===== src/rtl/multicycle_control_pkg.sv =====
// Shared definitions for the multicycle controller: FSM state encoding,
// ALU operation codes (same encoding the ALU uses), B-operand selects,
// instruction classes and the opcode constants/masks used by the decoder.
package multicycle_control_pkg;

  typedef enum logic [2:0] {
    S_FETCH  = 3'd0,
    S_DECODE = 3'd1,
    S_EXEC   = 3'd2,
    S_MEM    = 3'd3,
    S_WB     = 3'd4,
    S_HALT   = 3'd5
  } state_t;

  localparam logic [3:0] ALU_AND   = 4'b0000;
  localparam logic [3:0] ALU_OR    = 4'b0001;
  localparam logic [3:0] ALU_ADD   = 4'b0010;
  localparam logic [3:0] ALU_LSL   = 4'b0011;
  localparam logic [3:0] ALU_LSR   = 4'b0100;
  localparam logic [3:0] ALU_SUB   = 4'b0110;
  localparam logic [3:0] ALU_PASSB = 4'b0111;

  localparam logic [1:0] SRCB_REG  = 2'b00;
  localparam logic [1:0] SRCB_FOUR = 2'b01;
  localparam logic [1:0] SRCB_IMM  = 2'b10;
  localparam logic [1:0] SRCB_BR   = 2'b11;

  typedef enum logic [2:0] {
    C_RTYPE   = 3'd0,
    C_SHIFT   = 3'd1,
    C_LDUR    = 3'd2,
    C_STUR    = 3'd3,
    C_CBZ     = 3'd4,
    C_B       = 3'd5,
    C_MOVZ    = 3'd6,
    C_ILLEGAL = 3'd7
  } iclass_t;

  localparam logic [10:0] OP_ADD  = 11'b10001011000;
  localparam logic [10:0] OP_SUB  = 11'b11001011000;
  localparam logic [10:0] OP_AND  = 11'b10001010000;
  localparam logic [10:0] OP_ORR  = 11'b10101010000;
  localparam logic [10:0] OP_LSL  = 11'b11010011011;
  localparam logic [10:0] OP_LSR  = 11'b11010011010;
  localparam logic [10:0] OP_LDUR = 11'b11111000010;
  localparam logic [10:0] OP_STUR = 11'b11111000000;

  // Opcodes whose low bits belong to the immediate field are matched under a mask.
  localparam logic [10:0] OP_CBZ    = 11'b10110100000;
  localparam logic [10:0] MASK_CBZ  = 11'b11111111000;
  localparam logic [10:0] OP_B      = 11'b00010100000;
  localparam logic [10:0] MASK_B    = 11'b11111100000;
  localparam logic [10:0] OP_MOVZ   = 11'b11010010100;
  localparam logic [10:0] MASK_MOVZ = 11'b11111111100;

  function automatic logic op_match(input logic [10:0] op,
                                    input logic [10:0] pat,
                                    input logic [10:0] mask);
    return (op & mask) == pat;
  endfunction

endpackage


===== src/rtl/multicycle_control_decode.sv =====
// control_decode: purely combinational opcode decoder.
// Ports:
//   opcode   in  [10:0] instruction bits [31:21]
//   alu_ctrl out [3:0]  ALU operation for the instruction's EXEC step
//   iclass   out        instruction class (C_ILLEGAL for unknown opcodes)
//   legal    out        1 when the opcode is recognised
module control_decode
  import multicycle_control_pkg::*;
(
  input  logic [10:0] opcode,
  output logic [3:0]  alu_ctrl,
  output iclass_t     iclass,
  output logic        legal
);

  always_comb begin
    alu_ctrl = ALU_ADD;
    iclass   = C_ILLEGAL;
    if      (opcode == OP_ADD)  begin alu_ctrl = ALU_ADD; iclass = C_RTYPE; end
    else if (opcode == OP_SUB)  begin alu_ctrl = ALU_SUB; iclass = C_RTYPE; end
    else if (opcode == OP_AND)  begin alu_ctrl = ALU_AND; iclass = C_RTYPE; end
    else if (opcode == OP_ORR)  begin alu_ctrl = ALU_OR;  iclass = C_RTYPE; end
    else if (opcode == OP_LSL)  begin alu_ctrl = ALU_LSL; iclass = C_SHIFT; end
    else if (opcode == OP_LSR)  begin alu_ctrl = ALU_LSR; iclass = C_SHIFT; end
    else if (opcode == OP_LDUR) begin alu_ctrl = ALU_ADD; iclass = C_LDUR;  end
    else if (opcode == OP_STUR) begin alu_ctrl = ALU_ADD; iclass = C_STUR;  end
    else if (op_match(opcode, OP_CBZ, MASK_CBZ))   begin alu_ctrl = ALU_PASSB; iclass = C_CBZ;  end
    else if (op_match(opcode, OP_B, MASK_B))       begin alu_ctrl = ALU_ADD;   iclass = C_B;    end
    else if (op_match(opcode, OP_MOVZ, MASK_MOVZ)) begin alu_ctrl = ALU_PASSB; iclass = C_MOVZ; end
  end

  assign legal = (iclass != C_ILLEGAL);

endmodule


===== src/rtl/multicycle_control.sv =====
// multicycle_control: Moore control FSM for a multicycle LEGv8-style datapath.
// Ports:
//   Clk, Reset           clock and synchronous active-high reset
//   Opcode [10:0]        instruction bits [31:21] from IR
//   Zero                 ALU zero flag, only looked at in EXEC of CBZ
//   ALUCtrl [3:0]        ALU operation
//   ALUSrcB [1:0]        B-operand select
//   PCWrite .. Reg2Loc   datapath strobes
//   State [2:0]          current FSM state (debug)
//   Halted               high in HALT
//   BranchFlag           registered CBZ-taken flag, consumed by the next FETCH (debug)
//   InstrCount [CNT_W]   retired-instruction counter (wraps)
module multicycle_control
  import multicycle_control_pkg::*;
#(
  parameter int HALT_ON_ILLEGAL = 1,
  parameter int CNT_W           = 32
) (
  input  logic             Clk,
  input  logic             Reset,
  input  logic [10:0]      Opcode,
  input  logic             Zero,
  output logic [3:0]       ALUCtrl,
  output logic [1:0]       ALUSrcB,
  output logic             PCWrite,
  output logic             IRWrite,
  output logic             RegWrite,
  output logic             MemRead,
  output logic             MemWrite,
  output logic             MemtoReg,
  output logic             Reg2Loc,
  output logic [2:0]       State,
  output logic             Halted,
  output logic             BranchFlag,
  output logic [CNT_W-1:0] InstrCount
);

  localparam logic [CNT_W-1:0] CNT_ONE = {{(CNT_W-1){1'b0}}, 1'b1};

  state_t            state;
  logic [10:0]       opcode_q;
  logic              branch_flag;
  logic [CNT_W-1:0]  count;

  logic [10:0]       dec_op;
  logic [3:0]        dec_alu;
  iclass_t           dec_class;
  logic              dec_legal;

  // The legality decision is taken in DECODE, the same edge that latches the
  // opcode, so the decoder sees the live opcode only in that state.
  assign dec_op = (state == S_DECODE) ? Opcode : opcode_q;

  control_decode u_decode (
    .opcode   (dec_op),
    .alu_ctrl (dec_alu),
    .iclass   (dec_class),
    .legal    (dec_legal)
  );

  always_ff @(posedge Clk) begin
    if (Reset) begin
      state       <= S_FETCH;
      opcode_q    <= '0;
      branch_flag <= 1'b0;
      count       <= '0;
    end else begin
      unique case (state)
        S_FETCH: begin
          branch_flag <= 1'b0;
          state       <= S_DECODE;
        end
        S_DECODE: begin
          opcode_q <= Opcode;
          if (dec_legal)                 state <= S_EXEC;
          else if (HALT_ON_ILLEGAL != 0) state <= S_HALT;
          else                           state <= S_FETCH;
        end
        S_EXEC: begin
          case (dec_class)
            C_LDUR, C_STUR: state <= S_MEM;
            C_CBZ: begin
              branch_flag <= Zero;
              count       <= count + CNT_ONE;
              state       <= S_FETCH;
            end
            C_B: begin
              count <= count + CNT_ONE;
              state <= S_FETCH;
            end
            default: state <= S_WB;
          endcase
        end
        S_MEM: begin
          if (dec_class == C_LDUR) begin
            state <= S_WB;
          end else begin
            count <= count + CNT_ONE;
            state <= S_FETCH;
          end
        end
        S_WB: begin
          count <= count + CNT_ONE;
          state <= S_FETCH;
        end
        S_HALT:  state <= S_HALT;
        default: state <= S_FETCH;
      endcase
    end
  end

  always_comb begin
    ALUCtrl  = ALU_ADD;
    ALUSrcB  = SRCB_REG;
    PCWrite  = 1'b0;
    IRWrite  = 1'b0;
    RegWrite = 1'b0;
    MemRead  = 1'b0;
    MemWrite = 1'b0;
    MemtoReg = 1'b0;
    Reg2Loc  = 1'b0;
    Halted   = 1'b0;
    case (state)
      S_FETCH: begin
        // With branch_flag set the PC write loads the CBZ target chosen by
        // the datapath instead of PC+4; the strobe itself is the same.
        MemRead = 1'b1;
        IRWrite = 1'b1;
        ALUSrcB = SRCB_FOUR;
        ALUCtrl = ALU_ADD;
        PCWrite = 1'b1;
      end
      S_EXEC: begin
        ALUCtrl = dec_alu;
        case (dec_class)
          C_RTYPE: ALUSrcB = SRCB_REG;
          C_SHIFT, C_LDUR, C_STUR, C_MOVZ: ALUSrcB = SRCB_IMM;
          C_CBZ: begin
            ALUSrcB = SRCB_REG;
            Reg2Loc = 1'b1;
          end
          C_B: begin
            ALUSrcB = SRCB_BR;
            PCWrite = 1'b1;
          end
          default: ALUSrcB = SRCB_REG;
        endcase
      end
      S_MEM: begin
        if (dec_class == C_LDUR) begin
          MemRead = 1'b1;
        end else begin
          MemWrite = 1'b1;
          Reg2Loc  = 1'b1;
        end
      end
      S_WB: begin
        RegWrite = 1'b1;
        MemtoReg = (dec_class == C_LDUR);
      end
      S_HALT:  Halted = 1'b1;
      default: ;
    endcase
    // No architectural write may happen in a cycle that is being reset.
    if (Reset) begin
      PCWrite  = 1'b0;
      IRWrite  = 1'b0;
      RegWrite = 1'b0;
      MemWrite = 1'b0;
    end
  end

  assign State      = state;
  assign BranchFlag = branch_flag;
  assign InstrCount = count;

endmodule


===== config.mk =====
export PLATFORM = sky130hd
export DESIGN_NAME = multicycle_control
export DESIGN_NICKNAME = d
export VERILOG_FILES = /design/src/rtl/multicycle_control_pkg.sv /design/src/rtl/multicycle_control_decode.sv /design/src/rtl/multicycle_control.sv
export SDC_FILE = /design/constraint.sdc
export NUM_CORES = 1
export LEC_CHECK = 0
export CAP_MARGIN = 5
export CELL_PAD_IN_SITES_DETAIL_PLACEMENT = 0
export CELL_PAD_IN_SITES_GLOBAL_PLACEMENT = 1
export CORE_MARGIN = 2
export CORE_UTILIZATION = 34
export CTS_BUF_LIST = sky130_fd_sc_hd__clkbuf_4 sky130_fd_sc_hd__clkbuf_8
export DETAILED_ROUTE_END_ITERATION = 16
export PLACE_DENSITY_LB_ADDON = 0.1
export SLEW_MARGIN = 20
export SYNTH_ARGS = -nofsm -noshare
export SYNTH_HDL_FRONTEND = slang
export SYNTH_HIERARCHICAL = 1
export SYNTH_SLANG_ARGS = --single-unit

===== constraint.sdc =====
create_clock -name Clk -period 3.6 [get_ports Clk]
set_input_delay 0.72 -clock Clk [delete_from_list [all_inputs] [get_ports Clk]]
set_output_delay 0.72 -clock Clk [all_outputs]
set_load 0.1 [all_outputs]

==> summary.md, run 1 <==
| Metric | Value |
|---|---|
| Pre-antenna DRT Iters | `4` |
| Top cells by count, synth | `dfxtp_1 (47), nor2_1 (34), a21oi_1 (23), nand2_1 (23), o21ai_0 (20)` |
| Layout cell share with drive strength beyond 1 | `about a third` |
| WP data required | `around 2.9 ns` |
| Leak Pwr | `1.56 nW` |
| Worst Path Buf+Inv | `6` |
| Reg-to-Reg Start | `State[0]` |
| Dpl hpwl | `between 5 and 6 mm` |
| Worst R2R End | `InstrCount[31]` |
| Final Slew Violations | `0` |
| Inst Count DP | `~500` |
| Crit-path max FO | `6` |
| Worst-Margin Slew | `roughly 1 ns` |
| Register area share after synthesis | `35.7%` |
| H-tree lvl count | `2` |
| Fin nets | `434` |
| Crit-path slowest cell | `dfxtp_4` |
| CTS tree | `done` |
| Post-synthesis net count | `roughly 330` |
| Die width | `~92 um` |
| Final setup fails | `14` |
| Final non-filler cell total | `roughly 520` |
| Number of I/O pins | `64` |
| CTS Hold Bufs | `0` |
| Power density of the placed cells | `274 nW/um^2` |
| DRT iter0 DRCs | `84` |
| RSZ-0062 raised after global routing | `true` |
| Die height | `92.0 um` |
| Total track usage | `about 18%` |
| CTS Buf Count | `5` |
| Clk pin slew, worst setup/hold paths | `about 0.10 ns` |
| I/O Buffers | `slightly above 60` |
| Drt via density | `5.03` |
| Max clock buf depth | `2` |
| GR Overflow Total | `0` |
| P&R area growth vs syn | `66.8%` |
| Starting density of the core | `34.6%` |
| Area of the multi-input gates | `roughly 2000 um^2` |
| Cells along the critical path | `clkinvlp_4, nor3_4, buf_12, buf_8, buf_6, mux2_4, nor3b_4, nand2_2, nor2_4, a311oi_4, buf_4, nor3b_4, nand3_2, a21oi_4, buf_12` |
| R2r worst-path depth | `18` |
| Worst endpoint data arrival time | `between 3 and 4 ns` |
| Global-route wire length before repair | `roughly 12 mm` |
| Place WS | `-0.225 ns` |
| Finished Cell Area | `around 4400 um^2` |
| Synth unique cells | `56` |
| Post-synth EDFFs | `0` |
| Vias in the first global route | `between 2,000 and 3,000` |
| Mean Syn Cell Area | `~8.4 um^2` |
| Final hold violations | `0` |
| Vias post-DR | `roughly 2,600` |
| Syn Inst Count | `314` |
| Clk Latency, worst-skew pair | `0.30 ns` |
| Status | `finished with violations` |
| Reg area | `roughly 950 um^2` |
| Worst Hold Class | `reg -> reg` |
| Antenna violations before repair | `0` |
| Number of synthesis warnings | `6` |
| Die area | `between 8000 and 9000 um^2` |
| CP Class | `reg -> out` |
| DRC viols | `0` |
| Fin crit share | `106%` |
| Post-route clock skew | `around 0.016 ns` |
| Post-synth ARST share | `0%` |
| Seq cells post-synth | `47` |
| Failing checks | `setup timing` |
| WHS Path Cells | `2` |
| Largest net degree at the start of global routing | `33` |
| Fin crit period | `3.83 ns` |
| Most used DFF post-synth | `dfxtp_1` |
| Average wire per standard cell | `14.4 um` |
| Yosys top cell by area | `dfxtp_1` |
| Startpoint types | `register` |
| Critical Path Sink Type | `output pin` |
| ANT nets after route | `0` |
| Mapped Area | `approximately 2600 um^2` |
| Sink Count | `47` |
| Fin worst setup slack | `-0.233 ns` |
| Placed Area | `between 3000 and 4000 um^2` |
| Most numerous cell in the Yosys netlist | `dfxtp_1` |
| Slew HR | `a little over a third` |
| Cell family with most CP delay | `simple AND/OR/NAND/NOR gates` |
| Max VDD drop | `~0.18 mV` |
| Final setup TNS | `-1.66 ns` |
| HP Start | `InstrCount[31]` |
| CP max stage delay | `approximately 0.37 ns` |
| Fillers | `about 700` |
| Overall power | `1.20 mW` |
| Worst reg2reg setup slack | `-0.03 ns` |
| Routed WL | `about 7.5 mm` |
| Area of the core | `about 7600 um^2` |
| Hold path endpoint | `InstrCount[31]` |
| Max-cap violations | `0` |
| Gp weighted congestion | `between 0.8 and 0.9` |
| Synth top area share | `a little over a third` |
| Row cnt | `32` |
| Fmax | `roughly 0.26 GHz` |
| CTS root buf | `clkbuf_8` |
| # diodes | `0` |
| Synth area leaders | `dfxtp_1 (36%), nor2_1 (4.8%), mux2_2 (4.7%)` |
-- flip-flops by register name, summed over array words and instances (netlist names) --
register / cells
BranchFlag: 1
InstrCount: 32
State: 3
opcode_q: 11
-- timing repair --
item / 4_1_cts / 5_1_grt
endpoints found under the setup margin: 9 / 28
gates resized for setup: 10 / 49
gates cloned: 0 / 2
pin swaps: 9 / 24
setup buffers: 4 / 6
-- metrics by stage --
| step | util [%] | hold WS [ns] |
|---|---|---|
| 2_1_floorplan | - | 0.582 |
| 3_3_place_gp | 51.5 | 0.468 |
| 3_5_place_dp | 51.5 | 0.476 |
| 4_1_cts | 54.0 | 0.495 |
| 5_1_grt | 57.7 | 0.526 |
| 6_report | 57.7 | 0.492 |
-- worst max-delay path by stage --
stage / from / end / slack, ns / cells past startpoint
after detailed placement: Opcode[3] / MemRead / -0.22 / 10
after CTS: State[0] / MemRead / -0.22 / 13
after global placement: Opcode[4] / MemRead / -0.18 / 10
final: State[0] / MemRead / -0.23 / 15
after floorplan: State[0] / PCWrite / -0.87 / 11
after global routing: State[0] / PCWrite / -0.38 / 15
-- routing by layer --
| metal | track usage, % | vias up | share of wire (%) |
|---|---|---|---|
| li1 | - | 1351 | - |
| met1 | 23.6 | 1219 | 48 |
| met2 | 30.0 | 54 | 49 |
| met3 | 3.20 | 2 | 3.0 |
| met4 | 2.99 | 0 | 0.31 |
| met5 | 0 | - | 0 |
-- report_power, final --
group | leakage, nW | internal (mW) | switching (mW)
combinational | 1.12 | 0.138 | 0.168
clock | 0.0523 | 0.167 | 0.194
sequential | 0.382 | 0.532 | 0.00609
total | 1.56 | 0.837 | 0.367
-- final cells by class --
class	instances	area share (%)
Timing Repair Buffer	113	27.3
Sequential cell	47	21.6
Inverter	7	0.684
Multi-Input combinational cell	245	45.3
Tap cell	102	2.91
Clock inverter	1	0.199
Clock buffer	7	2.05
-- placed cells by master, fill, tap and decap left out, drive strengths merged, types with 5 or more instances in the layout --
cell	netlist	routed
or2	5	5
nand4	6	6
clkdlybuf4s50	0	45
a21oi	23	23
nand2	23	23
xor2	9	9
clkbuf	9	9
xnor2	6	6
nand3	9	9
inv	7	7
mux2	11	11
and3	7	7
buf	6	66
a2111oi	5	5
nor2	34	34
dfxtp	47	47
or3	14	14
o21ai	21	21
nand2b	6	6
nor2b	13	13
nor3	8	8
-- cell families after synthesis --
logic type / after synthesis / synth area share, %
AND/OR/NAND/NOR: 145 / 31.3
AO/OA/AOI/OAI: 71 / 18.6
flip-flops: 47 / 35.7
buffers and inverters: 22 / 3.71
XOR/XNOR: 15 / 4.99
multiplexers: 12 / 5.09
adder cells (fa/ha/maj): 1 / 0.475
other: 1 / 0.142
-- worst min-delay path, cell delays in order (launching register included) --
cell	delay, ns
dfxtp_1	0.33
o31ai_1	0.07
a21oi_1	0.06
Power figures use the tool's default switching activity.
==> run 2, diff against run 1 <==
CAP_MARGIN = 40   (was 5)
CORE_UTILIZATION = 41   (was 34)
clock period = 4.66 ns   (was 3.6 ns; I/O delays follow)
==> run 2 against run 1 <==
  * The run now ends clean
  * Clock skew is 0.0099 ns lower
  * Final cell count is 5.7% lower
  * Final area is 2.8% lower
  * Via count is 1.2% lower
  * Count of clock-buffer cells in the layout stayed put
  * Power is 27% lower
  * Critical path type unchanged
  * Critical endpoint is now MemtoReg
  * Highest routed layer unchanged
==> summary.md, run 2 (synthesis gave the netlist of run 1 again) <==
| Metric | Value |
|---|---|
| Status | `completed` |
| Antenna violations before repair | `0` |
| CTS Buf Count | `5` |
| Number of I/O pins | `64` |
| Final hold violations | `0` |
| GR Overflow Total | `0` |
| Die height | `approximately 84 um` |
| Largest net degree at the start of global routing | `roughly 50` |
| Routed WL | `just under 7 mm` |
| Row cnt | `29` |
| Die area | `between 7000 and 8000 um^2` |
| Max VDD drop | `0.164 mV` |
| Internal | `0.625 mW` |
| Largest register FFs | `32` |
| Slew HR | `a little over a third` |
| Clk pin slew, worst setup/hold paths | `approximately 0.09 ns` |
| Worst-Margin Slew | `0.962 ns` |
| DRC viols | `0` |
| Clock power frac | `a little under a third` |
| Inst Count DP | `480` |
| Most frequent CP cell | `nor2_2` |
| Die width | `~84 um` |
| Global-route wire length before repair | `between 10 and 15 mm` |
| Startpoint types | `register` |
| Worst Path Buf+Inv | `3` |
| I/O Buffers | `62` |
| Cell family with most CP delay | `simple AND/OR/NAND/NOR gates` |
| Worst Hold Slack | `just over 0.5 ns` |
| # diodes | `0` |
| Area of the core | `between 6000 and 7000 um^2` |
| CTS Hold Bufs | `0` |
| Crit-path slowest cell | `dfxtp_4` |
| Worst Hold Class | `reg -> reg` |
| CTS root buf | `clkbuf_8` |
| Fmax | `roughly 0.23 GHz` |
| P&R area growth vs syn | `62.1%` |
| Pre-antenna DRT Iters | `7` |
| Gp weighted congestion | `about 0.86` |
| Final non-filler cell total | `roughly 490` |
| Max-cap violations | `0` |
| Average wire per standard cell | `between 10 and 15 um` |
| Fin crit share | `approximately 94%` |
| Vias post-DR | `2,595` |
| Sink Count | `between 40 and 50` |
| Finished Core Util | `between 60% and 70%` |
| Final Slew Violations | `0` |
| ANT nets after route | `0` |
| H-tree lvl count | `2` |
| CP max stage delay | `0.43 ns` |
| RSZ-0062 raised after global routing | `false` |
| Fin crit period | `around 4.4 ns` |
| Clk Latency, worst-skew pair | `0.29 ns` |
| Power density of the placed cells | `206 nW/um^2` |
| Total track usage | `a little under a fifth` |
| Commonest cells after routing, fill and taps aside | `clkdlybuf4s50_1 (50), dfxtp_1 (44), buf_8 (38)` |
| Critical Path Sink Type | `output pin` |
| Sw Share | `between 20 and 30%` |
| Final setup TNS | `0 ns` |
| Cells along the critical path | `clkinvlp_4, nor3_4, buf_4, mux2_2, nor4bb_2, and3_1, o21a_1, nor2_2, nand2b_1, or2_2, nor2_2, buf_12` |
| Layout cell share with drive strength beyond 1 | `~28%` |
| DRT iter0 DRCs | `97` |
| Fin nets | `~430` |
| Post-route clock skew | `0.00616 ns` |
| Leak Pwr | `1.51 nW` |
| Final setup fails | `0` |
| CP Class | `reg -> out` |
| Max clock buf depth | `2` |
| Vias in the first global route | `around 2,500` |
| CTS tree | `done` |
| WP data required | `about 3.7 ns` |
| Drt via density | `roughly 5.3` |
| Worst reg2reg setup slack | `just over 0.6 ns` |
| Starting density of the core | `41.9%` |
| Comb power frac | `a little over a fifth` |
| Dpl hpwl | `approximately 5.0 mm` |
| Most common cell after layout, fill and taps aside | `clkdlybuf4s50_1` |
| Worst endpoint data arrival time | `3.43 ns` |
| Net load switching power | `~0.25 mW` |
| Crit-path max FO | `11` |
| Part of the power in registers | `between 40% and 50%` |
[run 2: final timing paths]
kind         depth (start not counted)            from              to
max reg2reg                         13        State[0]  InstrCount[31]
min                                  2  InstrCount[29]  InstrCount[29]
max                                 12        State[0]        MemtoReg
min reg2reg                          2  InstrCount[29]  InstrCount[29]
[run 2: worst reg2reg max path: cells and delay by family (launching register included)]
family,cells,cell delay [ns]
AND/OR/NAND/NOR,5,1.16
buffers and inverters,3,0.61
AO/OA/AOI/OAI,4,1.36
flip-flops,1,0.43
multiplexers,1,0.41
[run 2: timing repair]
action / in CTS / in global routing
setup buffers: 0 / 4
resized for setup: 0 / 0
setup endpoints to repair: 0 / 1
hold endpoints to repair: 0 / 0
[run 2: routing by layer]
layer,track usage [%],wire (um),vias up
met5,0,0,-
met4,3.81,73,0
met3,2.56,178,6
li1,-,-,1331
met2,33.5,3420,50
met1,24.7,3060,1208
[run 2: per-stage QoR]
step                area [um^2]  total power [mW]  setup slack (ns)
CTS                        4240             0.886             0.211
finish                     4270             0.879             0.299
global route               4270             0.912            0.0661
floorplan                  2820             0.560           -0.0186
detailed placement         4140             0.612             0.327
global placement           3560             0.602             0.370
[run 2: layout make-up]
type                            count  area, um^2
Clock buffer                        7        96.3
Clock inverter                      1        6.26
Fill cell                         506        2010
Inverter                            7        30.0
Multi-Input combinational cell    245        1760
Sequential cell                    47         947
Tap cell                           77        96.3
Timing Repair Buffer              108        1330
[run 2: power by group through the flow]
stage                     clock [mW]  combinational [mW]  sequential (mW)
after CTS                      0.283               0.184            0.420
after detailed placement           0               0.183            0.429
after floorplan                    0               0.119            0.441
after global routing           0.295               0.197            0.421
after global placement             0               0.173            0.429
final                          0.273               0.187            0.419
==> run 3, diff against run 2 <==
CORE_ASPECT_RATIO = 1.75   (was default)
==> run 3 against run 2 <==
  * Global-route usage up 2.8 points
  * Final cell count down 0.41%
  * First-iteration DRC count down 8.2%
  * Final area up 0.12%
  * Via count up 2.4%
  * Largest cell class unchanged
==> summary.md, run 3 (synthesis gave the netlist of run 1 again) <==
| Metric | Value |
|---|---|
| DR WL met2 | `approximately 4.2 mm` |
| Leak Pwr | `roughly 1.5 nW` |
| GR Overflow Total | `0` |
| Finished Core Util | `68.6%` |
| Max-cap violations | `0` |
| Power density of the placed cells | `roughly 220 nW/um^2` |
| Area of the core | `approximately 6200 um^2` |
| Overall power | `0.925 mW` |
| Reg-to-Reg Start | `State[0]` |
| Largest register FFs | `32` |
| Internal | `0.662 mW` |
| DRC viols | `0` |
| Startpoint types | `register` |
| Fin crit share | `approximately 95%` |
| Part of the power in registers | `45.3%` |
| Hold path endpoint | `InstrCount[31]` |
| Fin crit period | `approximately 4.4 ns` |
| Average wire per standard cell | `approximately 15 um` |
| Global-route wire length before repair | `12.1 mm` |
| Gp weighted congestion | `0.820` |
| HP Start | `InstrCount[31]` |
| Largest net degree at the start of global routing | `44` |
| Commonest cells after routing, fill and taps aside | `clkdlybuf4s50_1 (49), dfxtp_1 (44), buf_8 (35)` |
| Dpl hpwl | `5.51 mm` |
| Net load switching power | `0.263 mW` |
| P&R area growth vs syn | `62.3%` |
| Critical Path Sink Type | `output pin` |
| ANT nets after route | `0` |
| Die height | `between 100 and 150 um` |
| Worst reg2reg setup slack | `roughly 0.50 ns` |
| Crit-path max FO | `11` |
| Most common cell after layout, fill and taps aside | `clkdlybuf4s50_1` |
| DRT iter0 DRCs | `89` |
| Fmax | `between 0.2 and 0.25 GHz` |
| Sink Count | `47` |
| CP Class | `reg -> out` |
| Post-CTS setup buffers | `0` |
| Final non-filler cell total | `approximately 500` |
| CTS root buf | `clkbuf_8` |
| Slew HR | `between 30% and 40%` |
| Clk Latency, worst-skew pair | `approximately 0.31 ns` |
| Final setup TNS | `0 ns` |
| Final Slew Violations | `0` |
| RSZ-0062 raised after global routing | `false` |
| Sw Share | `between 20% and 30%` |
| Pre-antenna DRT Iters | `4` |
| Die width | `about 65 um` |
| Clk pin slew, worst setup/hold paths | `approximately 0.090 ns` |
| Die area | `approximately 7100 um^2` |
| CTS Hold Bufs | `0` |
| Vias post-DR | `between 2,000 and 3,000` |
| WHS Path Cells | `2` |
| Drt via density | `5.42` |
| Final hold violations | `0` |
| CTS tree | `done` |
| # diodes | `0` |
| Worst endpoint data arrival time | `~3.5 ns` |
| Row cnt | `38` |
| H-tree lvl count | `2` |
| Vias in the first global route | `roughly 2,500` |
| Clock power frac | `roughly a third` |
| I/O Buffers | `62` |
| Met1 Wirelength | `2.83 mm` |
| WP data required | `roughly 3.7 ns` |
| Met3 WL | `around 210 um` |
| Fin nets | `between 400 and 500` |
| Top sig layer | `met4` |
| Comb power frac | `20.4%` |
| Fin worst setup slack | `about 0.24 ns` |
| Worst R2R End | `InstrCount[25]` |
| Final setup fails | `0` |
| CTS Buf Count | `5` |
| Layout cell share with drive strength beyond 1 | `27.3%` |
| Placed Area | `~4100 um^2` |
| Starting density of the core | `42.3%` |
| Place WS | `about 0.32 ns` |
| Max VDD drop | `0.201 mV` |
| Number of I/O pins | `between 60 and 70` |
| Finished Cell Area | `between 4000 and 5000 um^2` |
| Max clock buf depth | `2` |
| Inst Count DP | `approximately 480` |
| Routed WL | `approximately 7.3 mm` |
| Antenna violations before repair | `0` |
| Worst Hold Slack | `between 0.4 and 0.5 ns` |
| R2r worst-path depth | `12` |
| Worst-Margin Slew | `between 0.9 and 1 ns` |
| Worst Hold Class | `reg -> reg` |
| Status | `completed` |
| Total track usage | `between 20% and 30%` |
| Post-route clock skew | `around 0.0088 ns` |
-- run 3: worst max-delay path by stage --
stage	from	endpoint	slack, ns	cells past startpoint
global route	State[0]	MemtoReg	0.005	12
CTS	State[0]	MemtoReg	0.18	12
global placement	Opcode[3]	MemtoReg	0.37	10
floorplan	State[0]	PCWrite	-0.02	11
finish	State[0]	MemtoReg	0.24	12
detailed placement	Opcode[2]	InstrCount[25]	0.32	12
-- run 3: timing repair --
| item | in CTS | in global routing |
|---|---|---|
| endpoints found under the hold margin | 0 | 0 |
| endpoints found under the setup margin | 0 | 1 |
| gates resized for setup | 0 | 1 |
-- run 3: power groups by stage --
stage	clock network (mW)	logic [mW]	registers, mW
2_1_floorplan	0	0.119	0.441
3_3_place_gp	0	0.174	0.429
3_5_place_dp	0	0.187	0.429
4_1_cts	0.322	0.188	0.419
5_1_grt	0.338	0.199	0.421
6_report	0.317	0.188	0.419
-- run 3: routing by layer --
layer	track usage [%]	up-vias
met4	7.75	0
met2	43.0	46
met1	22.5	1282
met3	3.65	6
li1	-	1324
met5	0	-
-- run 3: worst max-delay path: stages (launching register included) --
cell	delay (ns)
dfxtp_4	0.43
clkinvlp_4	0.22
nor3_4	0.15
buf_4	0.23
mux2_2	0.44
nor4bb_4	0.31
and3_1	0.26
o21a_1	0.17
nor2_2	0.08
nand2b_1	0.18
or2_2	0.31
nor2_2	0.16
buf_12	0.19
-- run 3: layout make-up --
class,count,area [um^2]
clock buffer,6,82.6
clock inverter,2,35.0
fill,538,1960
inverter,7,30.0
multi-input combinational,245,1770
sequential,47,947
tap,80,100
timing repair buffer,103,1310
